**src/rtl/pool_1_sched.sv**
```systemverilog
// ---------------------------------------------------------------------------
// pool_1_sched
//
// Read sequencer for the pool_1 layer. Walks the conv_2d feature-map buffer in
// non-overlapping POOL x POOL windows (stride POOL) and issues one buffer read
// per cycle. Each read carries window-boundary markers for the max-compare
// datapath. The block also generates the output write strobe and address, and
// gives the buffer port to the conv_2d writer whenever that writer is active.
//
// Build option:
//   POOL_1_SCHED_ODD_PAD_EN  when defined, partial edge windows are processed
//                            (ceil(IMG/POOL) windows per axis). Only their
//                            in-range elements are read. When undefined, the
//                            leftover rows and columns are skipped.
//
// Ports:
//   clk                  clock, rising edge
//   rst                  asynchronous reset, active-high
//   pool_1_layer_enable  level start request (sampled in IDLE only)
//   conv_2d_wr_en        conv_2d writer owns the buffer port (stalls reads)
//   pool_1_rd_en         buffer read strobe
//   pool_1_rd_addr       buffer read address, row-major
//   anchor_height        top-left row of the window being read
//   anchor_width         top-left column of the window being read
//   win_first            first element of a window (qualified by rd_en)
//   win_last             last element of a window (qualified by rd_en)
//   pool_1_out_wr_en     comparator result valid, write it
//   pool_1_out_addr      output address, row-major
//   busy                 high in RUN and DRAIN
//   done                 one-cycle pulse at the end of a run
// ---------------------------------------------------------------------------
module pool_1_sched #(
    parameter int IMG_W  = 35,
    parameter int IMG_H  = 35,
    parameter int POOL   = 2,
    parameter int RD_LAT = 1
) (
    input  logic        clk,
    input  logic        rst,
    input  logic        pool_1_layer_enable,
    input  logic        conv_2d_wr_en,
    output logic        pool_1_rd_en,
    output logic [15:0] pool_1_rd_addr,
    output logic [15:0] anchor_height,
    output logic [15:0] anchor_width,
    output logic        win_first,
    output logic        win_last,
    output logic        pool_1_out_wr_en,
    output logic [15:0] pool_1_out_addr,
    output logic        busy,
    output logic        done
);

`ifdef POOL_1_SCHED_ODD_PAD_EN
    localparam int NWX = (IMG_W + POOL - 1) / POOL;
    localparam int NWY = (IMG_H + POOL - 1) / POOL;
`else
    localparam int NWX = IMG_W / POOL;
    localparam int NWY = IMG_H / POOL;
`endif

    localparam logic [15:0] LAST_AW = 16'((NWX - 1) * POOL);
    localparam logic [15:0] LAST_AH = 16'((NWY - 1) * POOL);
    localparam logic [15:0] POOL16  = 16'(POOL);
    localparam logic [15:0] IMG_W16 = 16'(IMG_W);

    typedef enum logic [1:0] {IDLE, RUN, DRAIN, HOLD} state_t;

    state_t             state;
    logic [15:0]        ah, aw;     // current window anchor
    logic [15:0]        dy, dx;     // element offset inside the window
    logic [RD_LAT-1:0]  dly;        // win_last strobes in flight through the buffer

    logic [15:0] win_w, win_h;
    logic [15:0] rd_row, rd_col, addr_next;
    logic        x_end, y_end, last_win, pending;

    // Effective window size: full POOL, or clipped at the right/bottom edge
    // when partial windows are enabled.
`ifdef POOL_1_SCHED_ODD_PAD_EN
    logic [15:0] rem_w, rem_h;
    always_comb begin
        rem_w = IMG_W16 - aw;
        rem_h = 16'(IMG_H) - ah;
        win_w = (rem_w < POOL16) ? rem_w : POOL16;
        win_h = (rem_h < POOL16) ? rem_h : POOL16;
    end
`else
    always_comb begin
        win_w = POOL16;
        win_h = POOL16;
    end
`endif

    always_comb begin
        rd_row    = ah + dy;
        rd_col    = aw + dx;
        addr_next = rd_row * IMG_W16 + rd_col;   // truncated to 16 bits
        x_end     = (dx == win_w - 16'd1);
        y_end     = (dy == win_h - 16'd1);
        last_win  = (aw == LAST_AW) && (ah == LAST_AH);
        // A window-closing read still on the bus or inside the delay line.
        pending   = (pool_1_rd_en & win_last) | (|dly);
    end

    always_ff @(posedge clk or posedge rst) begin
        if (rst) begin
            state            <= IDLE;
            ah               <= '0;
            aw               <= '0;
            dy               <= '0;
            dx               <= '0;
            dly              <= '0;
            pool_1_rd_en     <= 1'b0;
            pool_1_rd_addr   <= '0;
            anchor_height    <= '0;
            anchor_width     <= '0;
            win_first        <= 1'b0;
            win_last         <= 1'b0;
            pool_1_out_wr_en <= 1'b0;
            pool_1_out_addr  <= '0;
            busy             <= 1'b0;
            done             <= 1'b0;
        end else begin
            pool_1_rd_en <= 1'b0;
            win_first    <= 1'b0;
            win_last     <= 1'b0;
            done         <= 1'b0;

            // Output strobe delay line; runs regardless of stalls so reads
            // already issued always produce their write.
            dly[0] <= pool_1_rd_en & win_last;
            for (int i = 1; i < RD_LAT; i++) begin
                dly[i] <= dly[i-1];
            end
            pool_1_out_wr_en <= dly[RD_LAT-1];
            if (pool_1_out_wr_en) begin
                pool_1_out_addr <= pool_1_out_addr + 16'd1;
            end

            case (state)
                IDLE: begin
                    if (pool_1_layer_enable) begin
                        state           <= RUN;
                        busy            <= 1'b1;
                        ah              <= '0;
                        aw              <= '0;
                        dy              <= '0;
                        dx              <= '0;
                        pool_1_out_addr <= '0;
                    end
                end
                RUN: begin
                    if (!conv_2d_wr_en) begin
                        pool_1_rd_en   <= 1'b1;
                        pool_1_rd_addr <= addr_next;
                        anchor_height  <= ah;
                        anchor_width   <= aw;
                        win_first      <= (dx == 16'd0) && (dy == 16'd0);
                        win_last       <= x_end && y_end;
                        // dy-major inside a window, windows column-first.
                        if (!x_end) begin
                            dx <= dx + 16'd1;
                        end else begin
                            dx <= '0;
                            if (!y_end) begin
                                dy <= dy + 16'd1;
                            end else begin
                                dy <= '0;
                                if (aw != LAST_AW) begin
                                    aw <= aw + POOL16;
                                end else begin
                                    aw <= '0;
                                    if (ah != LAST_AH) begin
                                        ah <= ah + POOL16;
                                    end
                                end
                                if (last_win) begin
                                    state <= DRAIN;
                                end
                            end
                        end
                    end
                end
                DRAIN: begin
                    if (!pending) begin
                        done  <= 1'b1;
                        busy  <= 1'b0;
                        state <= HOLD;
                    end
                end
                HOLD: begin
                    // A level held high must not retrigger the run.
                    if (!pool_1_layer_enable) begin
                        state <= IDLE;
                    end
                end
                default: state <= IDLE;
            endcase
        end
    end

endmodule

```
**config.mk**
```make
export PLATFORM = sky130hd
export DESIGN_NAME = pool_1_sched
export DESIGN_NICKNAME = d
export VERILOG_FILES = /design/src/rtl/pool_1_sched.sv
export SDC_FILE = /design/constraint.sdc
export NUM_CORES = 1
export LEC_CHECK = 0
export ABC_AREA = 1
export CAP_MARGIN = 0
export CORE_UTILIZATION = 64
export CTS_CLUSTER_DIAMETER = 120
export DETAILED_ROUTE_END_ITERATION = 7
export GPL_ROUTABILITY_DRIVEN = 1
export GPL_TIMING_DRIVEN = 0
export PLACE_DENSITY = 0.86
export SLEW_MARGIN = 10
export SYNTH_ARGS = -nofsm -noshare
export SYNTH_HDL_FRONTEND = slang
export SYNTH_SLANG_ARGS = --single-unit
```
**constraint.sdc**
```tcl
create_clock -name clk -period 10.15 [get_ports clk]
set_clock_uncertainty 0.05 [all_clocks]
set_input_delay 2.03 -clock clk [delete_from_list [all_inputs] [get_ports clk]]
set_output_delay 2.03 -clock clk [all_outputs]
set_load 0.005 [all_outputs]
```
==> results.txt, run 1 <==
overall die height: 123 µm
initial antenna violation count: 0
critical path data arrival time: 5.78 ns
leading cell type in the layout, fill and taps excluded: sky130_fd_sc_hd__nand2_1
Synth Register Bits: 133
root buf cell: sky130_fd_sc_hd__clkbuf_16
Critical Path Source Type: flop
total CTS buffers: 17
First DRT Iteration DRCs: 621
fraction of the yosys area taken by sequential cells: 35.6%
Synth warnings: 0
TritonCTS clock tree: built
status: finished, final reports clean
die width: 123 µm
core area: 0.0140 mm²
weighted congestion reported at the end of routability-driven placement: 0.931
antenna diode count: 0
count of mapped cells out of synthesis: 1174
most used cells in the layout excluding fill and tap cells: 232 x sky130_fd_sc_hd__nand2_1, 193 x sky130_fd_sc_hd__inv_1, 133 x sky130_fd_sc_hd__dfrtp_1, 93 x sky130_fd_sc_hd__o21ai_0, 87 x sky130_fd_sc_hd__nor2_1
CTS HTree Levels: 4
Nets: 1379
global-route congestion overflow total: 0
achievable clock frequency: 182 MHz
largest net degree at the start of global routing: 70
setup_tns: 0 ns
cells resized by post-CTS repair: 0
path type of the worst min-delay path: flop to flop
power density over the cells: 252 mW/mm²
number of buffer cells added on primary ports: 71
Tightest Pin Transition: 0.660 ns
number of iterations in the first detailed-routing pass: 6
post-detail-place hpwl: 17.2 mm
highest fanout seen on the critical path: 4
Worst Path Required: 10.42 ns
Post-Syn Area per Cell: 7.95 µm²
wire length of the first global-routing pass: 38.5 mm
boundary pin count: 74
Final Hold Violating Endpoints: 0
peak ir drop on the vdd network: 0.000152 V
final WL: 23.2 mm
area growth from synthesis to layout: 16.5%
Clock Path Buffers: 2
number of setup violations in the final report: 0
pins over their slew limit: 0
number of different library cells in the post-synthesis netlist: 47
Critical Path End Type: flop
fraction of layout cells with a size suffix above 1: 5.94%
GRT Total Usage: 33.7%
Setup Buffers After CTS: 0
clk sink count: 133
Antenna Nets Post-Route: 0
reported max-cap violation count: 0
clock latency on the worst-skew pair: 0.44 ns
standby leakage power: 5.30 nW
Period minus WS final: 5.51 ns
number of global-route vias before repair: 8016
Max-Slew Margin vs Limit: 56.0%
average routed wire per standard cell: 15.9 µm
number of vias in the routed layout: 8374
class of the most critical setup path: flop to flop
die footprint: 0.0151 mm²
number of vias per cell: 5.74
final critical-path share of the clock period: 54.2%
Hold Slack: 0.372 ns
number of cell rows: 43
Starting Density: 66.5%
Worst-path clk slew: 0.06 ns
setup repair after global routing missed its margin: false
number of hold-repair buffers added at the cts stage: 0
Synth Cell Area: 0.00934 mm²
DRC violations left: 0
## sequential cells by signal, summed over array words and instances, names as in the netlist
signal            cells
pool_1_out_wr_en      1
aw                   15
ah                   15
pool_1_out_addr      16
pool_1_rd_addr       16
dy                   16
dly                   1
pool_1_rd_en          1
dx                   16
win_last              1
state                 2
done                  1
busy                  1
anchor_width         15
anchor_height        15
win_first             1
## per-layer routing
layer / GRT usage [%] / vias up / wire (µm)
li1: - / 3989 / -
met4: 14.7 / 0 / 1010
met1: 41.5 / 3973 / 9520
met3: 6.78 / 81 / 1370
met5: 0 / - / 0
met2: 57.2 / 331 / 11300
## critical path, stage by stage (launching register included)
cell and delay, ns:
sky130_fd_sc_hd__dfrtp_1 0.41, sky130_fd_sc_hd__ha_1 0.37, sky130_fd_sc_hd__a21oi_1 0.31, sky130_fd_sc_hd__nor3_1 0.08, sky130_fd_sc_hd__nor2_1 0.24, sky130_fd_sc_hd__o21ai_0 0.17, sky130_fd_sc_hd__a31oi_1 0.28, sky130_fd_sc_hd__xnor2_1 0.23
sky130_fd_sc_hd__ha_1 0.30, sky130_fd_sc_hd__ha_1 0.33, sky130_fd_sc_hd__fa_1 0.54, sky130_fd_sc_hd__inv_1 0.05, sky130_fd_sc_hd__fa_1 0.53, sky130_fd_sc_hd__inv_1 0.04, sky130_fd_sc_hd__ha_1 0.34, sky130_fd_sc_hd__a21oi_1 0.17
sky130_fd_sc_hd__o21a_1 0.14, sky130_fd_sc_hd__nand3_1 0.09, sky130_fd_sc_hd__nand2_1 0.07, sky130_fd_sc_hd__inv_1 0.05, sky130_fd_sc_hd__o21ai_0 0.13, sky130_fd_sc_hd__nand2_1 0.08, sky130_fd_sc_hd__or2_2 0.27, sky130_fd_sc_hd__nand3_1 0.07
sky130_fd_sc_hd__nand2_1 0.05
## Yosys cell counts, drive strengths merged
master	count	area [µm²]
buf	13	93.8
nand3	71	365
nand2	235	895
a211oi	2	15.0
ha	73	913
o21ai	95	479
o31ai	7	52.6
nand4	28	181
nor3	39	216
and2	1	6.26
clkinv	3	11.3
conb	1	3.75
fa	36	721
xor2	28	245
a21oi	54	278
clkbuf	13	48.8
and3	2	12.5
o21a	5	37.5
inv	204	766
o21bai	1	7.51
nor4	12	90.1
or2	2	12.5
o22ai	1	6.26
nand3b	1	7.51
nor3b	3	22.5
dfrtp	133	3330
xnor2	10	87.6
nor2	92	377
a31oi	8	50.1
a21o	1	7.51
## area by class of cell
class	count	area, µm²
plain buffers	26	143
flip-flops and latches	133	3330
repair buffers	72	738
multi-input cells	809	5090
inverters	207	782
clock buffers	19	443
clock inverters	13	125
fillers	992	3160
well taps	180	225
## final timing paths
path / from / end / slack, ns / cells after the start
max reg2reg: ah[2] / pool_1_rd_addr[14] / 4.64 / 24
max: ah[2] / pool_1_rd_addr[14] / 4.64 / 24
min reg2reg: dly / pool_1_out_wr_en / 0.37 / 0
min in group asynchronous: rst / anchor_width[6] / 1.99 / 2
max in group asynchronous: rst / dy[6] / 7.31 / 3
min: dly / pool_1_out_wr_en / 0.37 / 0
## through the flow
step | total power, mW | area [µm²] | cells | utilization (%) | worst slack [ns]
final | 2.74 | 10900 | 1459 | 77.5 | 4.64
after global routing | 2.96 | 10900 | 1459 | 77.5 | 4.14
after CTS | 2.72 | 10900 | 1459 | 77.5 | 4.70
after detailed placement | 2.11 | 10300 | 1427 | 73.4 | 4.74
after global placement | 2.05 | 10300 | 1426 | 73.2 | 2.69
after floorplan | 1.65 | 9340 | 1175 | - | 4.52
## kinds of logic after synthesis
logic type	count (synthesis)	share of synthesized area, %
other cells	1	0.0402
flops	133	35.6
buf+inv	233	9.85
compound gates	174	10.0
simple gates	486	23.4
fa+ha+maj	109	17.5
xor+xnor	38	3.56
## power by group
part           total (mW)  internal [mW]  switching, mW
registers           0.738          0.639         0.0995
clock network       0.598          0.345          0.253
logic                1.40          0.538          0.863
(Power assumes the default switching activity.)
==> inputs of run 2 (changes only) <==
--- a/config.mk
+++ b/config.mk
@@ -7,12 +7,12 @@
 export LEC_CHECK = 0
 export ABC_AREA = 1
 export CAP_MARGIN = 0
-export CORE_UTILIZATION = 64
+export CORE_UTILIZATION = 60
 export CTS_CLUSTER_DIAMETER = 120
 export DETAILED_ROUTE_END_ITERATION = 7
 export GPL_ROUTABILITY_DRIVEN = 1
 export GPL_TIMING_DRIVEN = 0
-export PLACE_DENSITY = 0.86
+export PLACE_DENSITY = 0.82
 export SLEW_MARGIN = 10
 export SYNTH_ARGS = -nofsm -noshare
 export SYNTH_HDL_FRONTEND = slang
==> constraint.sdc (replaced) <==
create_clock -name clk -period 5.8 [get_ports clk]
set_clock_uncertainty 0.05 [all_clocks]
set_input_delay 1.16 -clock clk [delete_from_list [all_inputs] [get_ports clk]]
set_output_delay 1.16 -clock clk [all_outputs]
set_load 0.005 [all_outputs]
==> results.txt, run 2 (synthesized netlist as in run 1, its figures left out) <==
status: finished, final reports clean
class of the most critical setup path: flop to flop
wire length of the first global-routing pass: 38.6 mm (+0.29%)
First DRT Iteration DRCs: 583 (-6.1%)
CTS HTree Levels: 4 (unchanged)
pre-CTS setup slack: 0.392 ns (-4.35 ns)
delay of the slowest cell on the worst path: 0.55 ns (about the same)
critical path's most frequent cell: sky130_fd_sc_hd__ha_1
final critical-path share of the clock period: 93.8% (+40 points)
number of cell rows: 45 (+4.7%)
crit path max-delay cell type: sky130_fd_sc_hd__fa_1
number of vias in the routed layout: 8284 (-1.1%)
Starting Density: 61.4% (-5.1 points)
post-detail-place hpwl: 17.2 mm (-0.22%)
Worst Path Required: 6.07 ns (-4.35 ns)
Antenna Nets Post-Route: 0 (unchanged)
peak ir drop on the vdd network: 0.000308 V (+100%)
post-layout instance count excluding filler cells: 1470 (+0.75%)
path type of the worst min-delay path: flop to flop
Hold Slack: 0.363 ns (-0.00882 ns)
weighted congestion reported at the end of routability-driven placement: 0.920 (-1.2%)
fraction of layout cells with a size suffix above 1: 6.40% (+0.45 points)
number of buffer cells added on primary ports: 71 (unchanged)
Nets: 1382 (+0.22%)
DRC violations left: 0 (unchanged)
total CTS buffers: 17 (unchanged)
leading cell type in the layout, fill and taps excluded: sky130_fd_sc_hd__nand2_1
setup_tns: 0 ns (unchanged)
number of iterations in the first detailed-routing pass: 5 (-1)
clock latency on the worst-skew pair: 0.43 ns (about the same)
setup repair after global routing missed its margin: false
Hold Path Depth: 0 (unchanged)
largest net degree at the start of global routing: 69 (-1.4%)
antenna diode count: 0 (unchanged)
Max-Slew Margin vs Limit: 54.3% (-1.7 points)
cell count after placement: 1435 (+0.56%)
highest metal layer with signal wires: met4
number of setup violations in the final report: 0 (unchanged)
number of vias per cell: 5.64 (-1.8%)
worst min-delay path endpoint: pool_1_out_wr_en
Critical Path End Type: flop
die footprint: 0.0161 mm² (+6.6%)
global-route congestion overflow total: 0 (unchanged)
Critical Path Source Type: flop
cell chain of the critical path: ha_1 -> a21oi_1 -> o21ai_0 -> nor2_1 -> o21ai_1 -> a31oi_1 -> xnor2_1 -> ha_1 -> ha_1 -> fa_1 -> inv_1 -> fa_1 -> inv_1 -> ha_1 -> a21oi_1 -> o21a_1 -> nand3_1 -> nand2_1 -> inv_1 -> o21ai_0 -> nand2_1 -> or2_2 -> nand3_1 -> nand2_1
internal reg-to-reg setup slack: 0.36 ns (-4.28 ns)
reported max-cap violation count: 0 (unchanged)
highest fanout seen on the critical path: 6 (+2)
Post-Route M1 WL: 9.31 mm (-2.3%)
power density over the cells: 443 mW/mm² (+76%)
boundary pin count: 74 (unchanged)
initial antenna violation count: 0 (unchanged)
root buf cell: sky130_fd_sc_hd__clkbuf_16
TritonCTS clock tree: built
die width: 127 µm (+3.2%)
r2r startpoint: dy[4]
RR Endpoint: pool_1_rd_addr[14]
clk sink count: 133 (unchanged)
HP Start: dly
average routed wire per standard cell: 15.6 µm (-1.7%)
Routed met3 length: 1.46 mm (+6.3%)
critical path data arrival time: 5.71 ns (-0.07 ns)
Period minus WS final: 5.44 ns (-0.0662 ns)
core area: 0.0152 mm² (+8.3%)
GRT Total Usage: 30.8% (-2.9 points)
Final Util: 72.0% (-5.5 points)
cells on worst reg2reg path: 24 (unchanged)
achievable clock frequency: 184 MHz (+1.2%)
Tightest Pin Transition: 0.686 ns (+0.0257 ns)
final WL: 23.0 mm (-0.97%)
overall die height: 127 µm (+3.2%)
area growth from synthesis to layout: 17.1%
crit path setup slack, layout: 0.360 ns (-4.28 ns)
Final Hold Violating Endpoints: 0 (unchanged)
Worst-path clk slew: 0.06 ns (about the same)
standby leakage power: 5.33 nW (+0.63%)
number of global-route vias before repair: 8154 (+1.7%)
most used cells in the layout excluding fill and tap cells: 232 x sky130_fd_sc_hd__nand2_1, 193 x sky130_fd_sc_hd__inv_1, 133 x sky130_fd_sc_hd__dfrtp_1, 92 x sky130_fd_sc_hd__o21ai_0, 87 x sky130_fd_sc_hd__nor2_1
Met2 Routed Length: 10.9 mm (-3.4%)
pins over their slew limit: 0 (unchanged)
Clock Path Buffers: 2 (unchanged)
==> run 2: changes by cell type in the layout (fill, tap and decap cells not counted) <==
cell / change
sky130_fd_sc_hd__clkinvlp_4: -2
sky130_fd_sc_hd__bufinv_16: +1
sky130_fd_sc_hd__a21oi_2: +1
sky130_fd_sc_hd__buf_4: +3
sky130_fd_sc_hd__a21oi_1: -1
sky130_fd_sc_hd__clkbuf_1: -1
sky130_fd_sc_hd__ha_2: +1
sky130_fd_sc_hd__clkinv_2: +2
sky130_fd_sc_hd__ha_1: -1
sky130_fd_sc_hd__o21ai_0: -1
sky130_fd_sc_hd__o21ai_1: +1
==> run 2: repair_timing <==
item / CTS / global route
hold endpoints to repair: 0 / 0
setup endpoints to repair: 0 / 3
gates resized for setup: 0 / 3
hold buffers: 0 / 0
buffers inserted: 0 / 3
==> run 2: layout make-up <==
type | instances | area (µm²)
Buffer | 26 | 143
Clock buffer | 18 | 439
Clock inverter | 14 | 150
Fill cell | 1155 | 4260
Inverter | 207 | 782
Multi-Input combinational cell | 809 | 5100
Sequential cell | 133 | 3330
Tap cell | 188 | 235
Timing Repair Buffer | 75 | 761
==> run 2: how the worst max path moves through the flow <==
stage,from,to
6_report,dy[4],pool_1_rd_addr[14]
5_1_grt,dy[4],pool_1_rd_addr[14]
4_1_cts,ah[2],pool_1_rd_addr[14]
3_5_place_dp,dy[6],pool_1_rd_addr[15]
3_3_place_gp,rst,dy[8]
2_1_floorplan,ah[2],pool_1_rd_addr[14]
==> run 2: routing by layer <==
metal	vias up	track usage [%]
met1	3884	37.2
met3	89	6.20
met4	0	19.0
met5	-	0
li1	3989	-
met2	322	51.0
==> run 2: metrics by stage <==
stage / area (µm²) / total power, mW
5_1_grt: 10900 / 5.22
6_report: 10900 / 4.84
3_5_place_dp: 10300 / 3.70
4_1_cts: 10900 / 4.83
2_1_floorplan: 9340 / 2.88
3_3_place_gp: 10300 / 3.60
==> run 2: power breakdown <==
group / switching (mW) / internal, mW
Clock: 0.442 / 0.646
Combinational: 1.51 / 0.956
Sequential: 0.169 / 1.12
Total: 2.12 / 2.72
==> run 2: critical path: cells and delay by family (launching register included) <==
kind	cells	cell delay (ns)
compound gates	7	1.17
simple gates	7	0.89
xor+xnor	1	0.22
fa+ha+maj	6	2.40
buf+inv	3	0.16
flops	1	0.46
